===== config.mk =====
export PLATFORM = sky130hd
export DESIGN_NAME = byte_pack56
export DESIGN_NICKNAME = d
export VERILOG_FILES = /design/src/rtl/byte_pack56.sv
export SDC_FILE = /design/constraint.sdc
export NUM_CORES = 1
export LEC_CHECK = 0
export ABC_AREA = 1
export CORE_ASPECT_RATIO = 0.7
export CORE_UTILIZATION = 35
export DETAILED_ROUTE_END_ITERATION = 8
export PLACE_DENSITY = 0.6
export SKIP_CTS_REPAIR_TIMING = 1
export SLEW_MARGIN = 10
export SYNTH_ARGS = -nofsm -noshare
export SYNTH_HDL_FRONTEND = slang
export SYNTH_SLANG_ARGS = --single-unit

===== constraint.sdc =====
create_clock -name CLK -period 3.9 [get_ports CLK]
set_input_delay 0.78 -clock CLK [delete_from_list [all_inputs] [get_ports CLK]]
set_output_delay 0.78 -clock CLK [all_outputs]
set_load 0.005 [all_outputs]

===== src/rtl/byte_pack56.sv =====
// Byte-to-word packer: collects NBYTES framed bytes into one word and presents it
// with a single-cycle LOAD pulse; truncated frames raise a sticky frame_err.
//
//   state   | meaning
//   --------+----------------------------------------------------------
//   ST_IDLE | no frame in progress; waiting for a sof byte
//   ST_FILL | frame partially assembled; byte_cnt bytes already held
module byte_pack56 #(
   parameter int NBYTES    = 7,
   parameter int BYTE_W    = 8,
   parameter bit MSB_FIRST = 1'b1
) (
   input  logic                       CLK,
   input  logic                       RESET,
   input  logic [BYTE_W-1:0]          din,
   input  logic                       din_valid,
   input  logic                       sof,
   input  logic                       err_clr,
   output logic [NBYTES*BYTE_W-1:0]   word_out,
   output logic                       LOAD,
   output logic                       busy,
   output logic [2:0]                 byte_cnt,
   output logic                       frame_err
);

   localparam int         WORD_W   = NBYTES * BYTE_W;
   localparam logic [2:0] LAST_IDX = 3'(NBYTES - 1);

   typedef enum logic {
      ST_IDLE = 1'b0,
      ST_FILL = 1'b1
   } state_t;

   state_t              state_q, state_d;
   logic [WORD_W-1:0]   asm_q, asm_d;
   logic [WORD_W-1:0]   word_q, word_d;
   logic [2:0]          cnt_q, cnt_d;
   logic                load_q, load_d;
   logic                err_q, err_d;

   logic                wr_en;
   logic [2:0]          wr_idx;
   logic [2:0]          lane_sel;
   logic                err_set;

   always_ff @(posedge CLK or posedge RESET) begin
      if (RESET) begin
         state_q <= ST_IDLE;
         asm_q   <= '0;
         word_q  <= '0;
         cnt_q   <= '0;
         load_q  <= 1'b0;
         err_q   <= 1'b0;
      end else begin
         state_q <= state_d;
         asm_q   <= asm_d;
         word_q  <= word_d;
         cnt_q   <= cnt_d;
         load_q  <= load_d;
         err_q   <= err_d;
      end
   end

   always_comb begin
      state_d = state_q;
      cnt_d   = cnt_q;
      load_d  = 1'b0;
      wr_en   = 1'b0;
      wr_idx  = '0;
      err_set = 1'b0;

      case (state_q)
         ST_IDLE: begin
            if (din_valid && sof) begin
               wr_en   = 1'b1;
               cnt_d   = 3'd1;
               state_d = ST_FILL;
            end
         end
         ST_FILL: begin
            if (din_valid) begin
               wr_en = 1'b1;
               if (sof) begin
                  // Truncated frame: restart with this byte as byte 0.
                  err_set = 1'b1;
                  cnt_d   = 3'd1;
               end else if (cnt_q == LAST_IDX) begin
                  wr_idx  = cnt_q;
                  load_d  = 1'b1;
                  cnt_d   = '0;
                  state_d = ST_IDLE;
               end else begin
                  wr_idx = cnt_q;
                  cnt_d  = cnt_q + 3'd1;
               end
            end
         end
         default: state_d = ST_IDLE;
      endcase
   end

   // Byte k lands in lane (NBYTES-1-k) when MSB first, lane k otherwise.
   always_comb begin
      lane_sel = MSB_FIRST ? (LAST_IDX - wr_idx) : wr_idx;
      asm_d    = asm_q;
      if (wr_en) begin
         for (int i = 0; i < NBYTES; i++) begin
            if (lane_sel == 3'(i)) begin
               asm_d[i*BYTE_W +: BYTE_W] = din;
            end
         end
      end
   end

   always_comb begin
      word_d = word_q;
      if (load_d) begin
         word_d = asm_d;
      end
   end

   always_comb begin
      err_d = err_q;
      if (err_clr) begin
         err_d = 1'b0;
      end
      if (err_set) begin
         err_d = 1'b1;
      end
   end

   assign word_out  = word_q;
   assign LOAD      = load_q;
   assign busy      = (state_q == ST_FILL);
   assign byte_cnt  = cnt_q;
   assign frame_err = err_q;

endmodule


* Yosys cells after proc, flatten, opt, wreduce, memory -nomap -nowiden
Cells that the tools add are included.
W data, S select, Z words.
** Word-level totals
- Bits in registers :: 118
- Bits in latches :: 0
- Memory bits (writable) :: 0
- ROM bits :: 0
- Output and inout port bits :: 62
- Logic and storage cells :: 54
- Memories kept :: 0
** Operators by class
- Add/subtract/negate cells :: 2
- $mul :: 0
- Div/mod/pow operators :: 0
- Magnitude comparators :: 0
- Equality and inequality tests :: 9
- Shift operators :: 0
- Mux-type cells :: 32
- Bitwise logic cells :: 1
- Reductions and logical operators :: 4
** Operators with widths (number)
- $mux W56 :: 1
- $mux W8 :: 7
- $mux W3 :: 7
- $mux W1 :: 14
- $eq A3 B3 Y1 const B :: 4
- $eq A3 B2 Y1 const B :: 2
- $pmux W3 S2 :: 1
- $ne A2 B2 Y1 const B :: 2
- $pmux W1 S2 :: 2
- $add A3 B1 Y3 const B :: 1
- $eq A3 B1 Y1 const B :: 1
- $logic_not A3 Y1 :: 1
- $sub A3 B3 Y3 const A :: 1
- $reduce_and A2 Y1 :: 1
- $reduce_bool A2 Y1 :: 1
- $logic_and A1 B1 Y1 :: 1
- $not A1 Y1 :: 1

* Logic depth before layout (Yosys ltp)
Gate-level depths: netlist of run 1.
- Depth in word-level cells :: 7
- Mapped depth :: 11
- Depth with buffers taken out :: 10

* Worst setup path before layout of run 1
No wires, ideal clock.
- Path kind :: input port to flip-flop
- From :: input din_valid
- To :: register word_q[16], in the netlist word_out[16]
- Library setup time :: 0.066 ns
- Data arrival time :: 2.362 ns
- Setup slack :: 1.473 ns
- Stages :: 9
- Path buffers :: 1
- Cell sequence :: nand2_2 -> nor4_1 -> ha_1 -> clkbuf_1 -> a21oi_2 -> nand2_1 -> nand2_1 -> nand3_1 -> nand2_1
** On the way
- Longest elaborated chain between the ends :: 6
** Ends and longest elaborated chain
- from (decl) :: line 16 : input logic din_valid,
- $mux W3 :: line 81 : if (din_valid) begin
- $mux W3 :: line 72 : case (state_q)
- $sub A3 B3 Y3 :: line 104 : lane_sel = MSB_FIRST ? (LAST_IDX - wr_idx) : wr_idx;
- $eq A3 B2 Y1 :: line 108 : if (lane_sel == 3'(i)) begin
- $mux W8 :: line 108
- $mux W56 :: line 106 : if (wr_en) begin
- to (signal assigned) :: line 57 : word_q <= word_d;
- to (decl) :: line 36 : logic [WORD_W-1:0] word_q, word_d;
Parallel ways exist; a longest one is shown, timed or not.
A chain may end at the register's enable or synchronous reset.

* Worst setup path in the final report of run 1
- From :: input din_valid
- To :: register word_q[49], in the netlist word_out[49]
** On the way
- Longest elaborated chain between the ends :: 6
** Ends and longest elaborated chain (line)
- $mux W3 :: 81
- $mux W3 :: 72
- $sub A3 B3 Y3 :: 104
- $eq A3 B3 Y1 :: 108
- $mux W8 :: 108
- $mux W56 :: 106
Parallel ways exist; a longest one is shown, timed or not.

==> results.yml, run 1 <==
final_layout:
  nFillCells: 1280
  drive_above_1_share_pct: 8.80
  antenna_cells: 0
  nets: 628
  layout_common_cells: "202 x nand2_1, 118 x dfrtp_1, 74 x clkdlybuf4s50_1"
  final_area_sq_um: 6380
  final_common_cell: "nand2_1"
  area_delta_synth_final_pct: 30.7
sta:
  tightest_slew_ps: 977
  rsz0062_at_grt: "false"
  setup_viol: 0
  period_needed_ps: 3270
  fin_ws_ps: 632
  slew_headroom_pct: 34.8
  final.period_utilization_pct: 83.8
  fmax_ghz: 0.306
  hold_viol: 0
  finalClockSkew_ps: 8.50
  report.final.slew_viol_count: 0
  finalSetupTns_ps: 0
die:
  num_rows: 35
  ioPinCount: 75
  die_h_um: 101
  die_area_sq_um: 14400
  initial_utilization_pct: 36.5
  die_w_um: 143
  core_area_sq_um: 13400
job:
  maxCapViolations: 0
synth:
  synth_compound_area_share_pct: 4.15
  async_flop_share_pct: 100
  synth_area_sq_um: 4880
  avgSynthCellArea_sq_um: 9.13
  ys.warnings.count: 0
  synth_edf_count: 0
  synth-seq-cells: 118
  syn_inst: 535
  ys.flop_type: "dfrtp_1"
  yosys.area_share.adder_pct: 0.512
  synth_top_family_by_area: "simple AND/OR/NAND/NOR gates"
  synthesis.nets: 550
  synthXorXnorAreaFrac_pct: 0
  synthSimpleGateAreaFrac_pct: 28.3
  yosysSeqAreaShare_pct: 60.5
  muxShareOfSynthArea_pct: 0
  ys_types: 27
clocking:
  clk_path_buf_depth: 2
  cts_root_buffer: "clkbuf_16"
  cts_tree: "built"
  clock_latency_ps: 410
  cts_buffers: 17
  htreeDepth: 4
  cts.sinks: 118
  clkTransAtPathRegs_ps: 50
global_routing:
  grtUsageTotal_pct: 18.2
  grt_max_degree: 79
  grt_pass1_wl_mm: 19.6
  grt_overflow: 0
  grt_pass1_vias: 3802
  grt_antenna_before_repair: 0
critical_path:
  end_kind: "register"
  cp.arrival_ps: 3620
  critPathMostFrequentCell: "nand2_1"
  crit_family: "simple AND/OR/NAND/NOR gates"
  crit_path_cell_trace: "clkdlybuf4s50_1 -> nand2_2 -> nor2_2 -> nand2_1 -> ha_1 -> inv_1 -> a21oi_2 -> nand2_2 -> nand2_1 -> nand3_1 -> nand2_1"
  crit_buf_inv: 2
  cp.required_ps: 4250
  max_stage_delay_ps: 560
  start_kind: "input pin"
  path_max_fanout: 12
  crit_slowest_cell: "ha_1"
  crit_type: "input pin to register"
detailed_routing:
  drcViolationCount: 0
  vias: 3659
  initialDrtViolationCount: 273
  dr.pass1.iters: 4
  wire_per_inst_um: 14.5
  drt_wl_total_mm: 11.7
  vias_per_cell: 4.52
  drtAntennaViolNets: 0
power:
  max-vdd-ir-drop_uv: 302
  power_leakage_nw: 3.17
  power_density_nw_per_um2: 556
  p_total_mw: 3.55
worst_hold_path:
  hp-class: "register to register"
placement:
  io_buffers: 74
  pre_cts_ws_ps: 261
  hpwl_mm: 7.43
  place_congestion: 0.861
  place_area_sq_um: 5770
run_status:
  outcome: "finished, final reports clean"
-- worst min-delay path: stages, from the launching register on --
cell and delay, ps:
dfrtp_1 320, nand2_1 60, o21ai_2 60
-- worst paths after layout --
path / startpoint / to / slack [ps] / depth (start not counted)
max: din_valid / word_out[49]$_DFFE_PP0P_ / 630 / 11
min: asm_q[41]$_DFF_PP0_ / asm_q[41]$_DFF_PP0_ / 470 / 2
max reg2reg: byte_cnt[0]$_DFFE_PP0P_ / word_out[49]$_DFFE_PP0P_ / 1000 / 9
min reg2reg: asm_q[41]$_DFF_PP0_ / asm_q[41]$_DFF_PP0_ / 470 / 2
max in group asynchronous: RESET / asm_q[2]$_DFF_PP0_ / 2610 / 3
min in group asynchronous: RESET / word_out[29]$_DFFE_PP0P_ / 630 / 2
-- where the power goes --
| part | total [mW] | internal, mW | leakage (nW) | switching [mW] |
|---|---|---|---|---|
| combinational | 0.443 | 0.201 | 1.38 | 0.242 |
| sequential | 1.48 | 1.41 | 1.49 | 0.0689 |
| clock | 1.62 | 1.09 | 0.302 | 0.532 |
| total | 3.55 | 2.71 | 3.17 | 0.843 |
-- through the flow --
stage                     cells  utilization, %  hold WS, ps
after CTS                   810            47.6          472
after global routing        810            47.6          492
after floorplan             535               -          443
after global placement      779            43.1          454
final                       810            47.6          471
after detailed placement    779            43.1          458
-- synthesized netlist by cell type (3+ instances only) --
cell type  instances  area [sq um]
o21ai_1            7          35.0
buf_4              3          22.5
buf_2              7          35.0
o21ai_0           13          65.1
nor2_2             4          25.0
and2_1            32           200
dfrtp_1          118          2950
nand2_1          202           758
nand3_1           66           330
clkbuf_1           3          11.3
o21ai_2            4          35.0
inv_2              4          15.0
buf_6              6          67.6
inv_1             45           169
nand2_2            3          18.8
-- cells by family (layout without fill, tap and decap cells) --
| logic type | Yosys count | count (layout) |
|---|---|---|
| simple gates | 314 | 314 |
| flops | 118 | 118 |
| buf+inv | 68 | 158 |
| compound gates | 33 | 33 |
| fa+ha+maj | 2 | 2 |
-- routing by layer --
| metal | wire length (um) | up-vias | track usage, % |
|---|---|---|---|
| met2 | 5110 | 89 | 26.7 |
| met3 | 701 | 7 | 4.56 |
| met4 | 55 | 0 | 6.45 |
| li1 | - | 1834 | - |
| met5 | 0 | - | 0 |
| met1 | 5870 | 1729 | 26.1 |
-- final cells by class --
class                           count  area, sq um  area share, %
Tap cell                          185          231           3.63
Timing Repair Buffer               78          783           12.3
Sequential cell                   118         2950           46.2
Inverter                           49          188           2.94
Clock buffer                       21          460           7.21
Clock inverter                     10          153           2.39
Multi-Input combinational cell    349         1620           25.3
-- sequential cells by signal, summed over array words and instances, names as in the netlist --
register,cells
frame_err,1
asm_q,56
byte_cnt,3
busy,1
word_out,56
LOAD,1
Note: power is estimated with default switching activity, not from simulation.
==> run 2: changes to the inputs <==
PLACE_DENSITY = 0.58   (was 0.6)
clock period = 3.1 ns   (was 3.9 ns; I/O delays follow)
==> run 2 against run 1 <==
Setup slack got worse by 190 ps. Largest power group is now sequential cells. Global-route usage barely moved. Non-clock buffer count rose by 3.
==> results.yml, run 2 (synthesis gave the netlist of run 1 again) <==
detailed_routing:
  drtAntennaViolNets: 0
  dr.pass1.iters: 4
  drt_wl_total_mm: 11.6
  drcViolationCount: 0
  initialDrtViolationCount: 230
  wire_per_inst_um: 14.3
  vias_per_cell: 4.54
  vias: 3688
sta:
  finalSetupTns_ps: 0
  slew_headroom_pct: 43.6
  hold_viol: 0
  finalClockSkew_ps: 9.58
  report.final.slew_viol_count: 0
  final.period_utilization_pct: 85.8
  fin_ws_ps: 440
  period_needed_ps: 2660
  tightest_slew_ps: 844
  fmax_ghz: 0.376
  rsz0062_at_grt: "false"
  setup_viol: 0
final_layout:
  area_delta_synth_final_pct: 30.4
  regArea_sq_um: 2950
  nFillCells: 1293
  final_common_cell: "nand2_1"
  drive_above_1_share_pct: 9.25
  multi_input_area_sq_um: 1620
  nets: 631
  layout_common_cells: "202 x nand2_1, 118 x dfrtp_1, 74 x clkdlybuf4s50_1"
  final_area_sq_um: 6370
  antenna_cells: 0
critical_path:
  end_kind: "register"
  path_max_fanout: 9
  cp-startpoint: "din_valid"
  start_kind: "input pin"
  cp.required_ps: 3450
  crit_type: "input pin to register"
  cp.arrival_ps: 3010
  r2r_start: "byte_cnt[0]$_DFFE_PP0P_"
clocking:
  cts.sinks: 118
  cts_root_buffer: "clkbuf_16"
  clkTransAtPathRegs_ps: 60
  clk_path_buf_depth: 2
  htreeDepth: 4
  clock_latency_ps: 400
  cts_tree: "built"
  cts_buffers: 17
global_routing:
  grt_antenna_before_repair: 0
  grtUsageTotal_pct: 18.3
  grt_max_degree: 119
  grt_overflow: 0
  grt_pass1_wl_mm: 19.7
  grt_pass1_vias: 3746
power:
  power_leakage_nw: 3.17
  power_density_nw_per_um2: 672
  max-vdd-ir-drop_uv: 421
  p_total_mw: 4.28
run_status:
  outcome: "finished, final reports clean"
placement:
  hpwl_mm: 7.45
  io_buffers: 74
  place_area_sq_um: 5810
  pre_cts_ws_ps: 45.6
  place_congestion: 0.823
die:
  die_h_um: 101
  die_w_um: 143
  die_area_sq_um: 14400
  num_rows: 35
  ioPinCount: 75
  core_area_sq_um: 13400
  initial_utilization_pct: 36.5
worst_hold_path:
  hp-class: "register to register"
  hp-start: "word_out[30]$_DFFE_PP0P_"
job:
  maxCapViolations: 0
[run 2: power by group]
group / switching, mW / internal, mW
sequential: 0.0839 / 1.78
clock: 0.655 / 1.21
combinational: 0.304 / 0.253
[run 2: critical path: stages]
cell and delay, ps:
clkdlybuf4s50_1 530, nand2_2 140, nor2_2 200, nand2_1 110
ha_1 370, inv_1 110, a21oi_2 360, nand2_2 230
nand2_1 170, nand3_1 90, nand2_1 80
[run 2: final cells by class]
cell class | instances | share of cell area, %
Sequential cell | 118 | 46.4
Multi-Input combinational cell | 349 | 25.4
Timing Repair Buffer | 81 | 12.8
Clock buffer | 20 | 7.17
Tap cell | 185 | 3.63
Inverter | 49 | 2.95
Clock inverter | 10 | 1.67
[run 2: final timing paths]
path                                                  to  cells past startpoint  slack [ps]
min in group asynchronous       word_out[30]$_DFFE_PP0P_                      3         760
worst max-delay path            word_out[52]$_DFFE_PP0P_                     11         440
worst max register to register  word_out[52]$_DFFE_PP0P_                      9         740
max in group asynchronous       word_out[50]$_DFFE_PP0P_                      3        1870
worst min-delay path            word_out[30]$_DFFE_PP0P_                      2         470
worst min register to register  word_out[30]$_DFFE_PP0P_                      2         470
[run 2: layer usage]
metal	up-vias	track usage, %	part of all wire, %	wire length (um)
met5	-	0	0	0
met4	0	3.97	0.51	59
met3	4	5.18	6.2	723
met2	103	26.8	43	4950
met1	1748	26.6	51	5910
li1	1833	-	-	-
[run 2: stage by stage]
step	util (%)	std cells	hold WS (ps)
after floorplan	-	535	443
after global placement	43.3	782	454
after detailed placement	43.3	782	456
after CTS	47.5	812	469
after global routing	47.5	812	491
final	47.5	812	467
==> RTL change (config.mk and constraints of run 2) <==
Set the parameter `NBYTES` to 14 (it was 7).
--- a/src/rtl/byte_pack56.sv
+++ b/src/rtl/byte_pack56.sv
@@ -6,7 +6,7 @@
 //   ST_IDLE | no frame in progress; waiting for a sof byte
 //   ST_FILL | frame partially assembled; byte_cnt bytes already held
 module byte_pack56 #(
-   parameter int NBYTES    = 7,
+   parameter int NBYTES    = 14,
    parameter int BYTE_W    = 8,
    parameter bit MSB_FIRST = 1'b1
 ) (
Interface: changed (resized word_out); port bits go from 75 to 131. No check against the original RTL was run, so the function may have changed too.
==> RTL change against run 2 <==
- highest routed layer unchanged
- core utilization shrank 1.2 points
- wire length grew 74%
- sequential cell count grew 96
- design area grew 65%
- non-clock buffer count grew 64
- worst setup slack gained 270 ps
- sequential share of layout area grew 4.7 points
- cell count grew 62%
- area after synthesis grew 65%
- clock power grew 45%
- total power grew 110%
==> RTL change: results (changes against run 2) <==
[run_status]
status = finished clean  ; unchanged

[final_layout]
fin_cells = 1319  ; was 812
fillers = 2167  ; was 1293

[power_and_ir_drop]
p_seq_mw = 4.16  ; was 1.86 mW
p_switching_mw = 2.494  ; was 1.043 mW
clkPwrFrac_pct = 29.6  ; was 43.5%
finalPower_mw = 9.092  ; was 4.282 mW
vdd_drop_max_mv = 0.4069  ; was 0.4213 mV

[critical_path]
slowest_delay_ps = 670  ; was 530 ps
r2r_slack_ps = 1180  ; was 740 ps
timing.rr.end = word_out[40]$_DFFE_PP0P_  ; was word_out[52]$_DFFE_PP0P_
crit_slowest_cell = dfrtp_1  ; was clkdlybuf4s50_1
critPathTopFamily = flip-flops  ; was simple AND/OR/NAND/NOR gates

[logic_synthesis]
netlist-cell-type-count = 24  ; was 27
synth_compound_area_share_pct = 2.887  ; was 4.150%
synth_adder_area_share_pct = 0  ; was 0.5123%
synthesis.nets = 877  ; was 550
synth_common_cells = nand2_1, dfrtp_1, nand3_1  ; unchanged
synth_area_leaders = dfrtp_1, nand2_1, nand3_1  ; unchanged

[place]
post-place-ws_ps = 587.9  ; was 45.58 ps
gp_congestion = 0.8000  ; was 0.8226
dp_hpwl_mm = 13.03  ; was 7.445 mm
port_buffers = 130  ; was 74

[grt]
grt_max_degree = 113  ; was 119
grt_pass1_vias = 5816  ; was 3746
grt_pass1_wl_mm = 32.75  ; was 19.69 mm

[clocking]
clk_latency_ps = 500  ; was 400 ps
htreeDepth = 1  ; was 4
cts_buffers = 22  ; was 17
clock_path_buffers = 3  ; was 2

[hold_path]
hp-class = in -> async  ; was reg -> reg

[routing]
drtIter0Drc = 460  ; was 230
vias_per_cell = 4.558  ; was 4.542

[sta]
hold_ws_ps = 406.3  ; was 466.7 ps
slew-limit-headroom_pct = 65.00  ; was 43.56%
skew_ps = 4.585  ; was 9.580 ps

-- RTL change: changes by cell type after synthesis, moves of 5 or more --
cell,before,now
inv_1,45,19
nand4_1,1,10
nand3_1,66,34
dfrtp_1,118,214
buf_6,6,1
buf_2,7,15
o21ai_1,7,30
nand2_1,202,477
clkbuf_1,3,17
and2_1,32,8
-- RTL change: cell families (layout without fill, tap and decap cells) --
family / after synthesis / in the layout
buffers and inverters: 64 / 207
AOI/OAI and AO/OA: 44 / 44
and+or+nand+nor: 542 / 542
DFF: 214 / 214
-- RTL change: layer usage --
layer	routed length (um)	GRT usage [%]
met3	1150	2.859
met2	8275	24.73
met1	10560	28.90
met5	0	0
met4	324	3.578
-- RTL change: stage by stage --
step	util, %	setup TNS, ps
final	46.37	0
after floorplan	-	-65090
after global routing	46.37	0
after detailed placement	43.09	0
after global placement	43.09	0
after CTS	46.37	0
-- RTL change: area by class of cell --
type	count	area share, %
Sequential cell	214	51.06
Multi-Input combinational cell	586	23.17
Timing Repair Buffer	145	14.08
Clock buffer	34	6.359
Tap cell	312	3.722
Inverter	23	0.8948
Clock inverter	5	0.7158
-- RTL change: how the worst max path moves through the flow --
stage                                     to               startpoint  slack [ps]
finish                           byte_cnt[0]  byte_cnt[0]$_DFFE_PP0P_         710
detailed placement  word_out[29]$_DFFE_PP0P_                din_valid         590
global route                     byte_cnt[0]  byte_cnt[0]$_DFFE_PP0P_         640
floorplan                     LOAD$_DFF_PP0_                    RESET        -300
global placement    word_out[91]$_DFFE_PP0P_                din_valid         620
CTS                              byte_cnt[0]  byte_cnt[0]$_DFFE_PP0P_         680
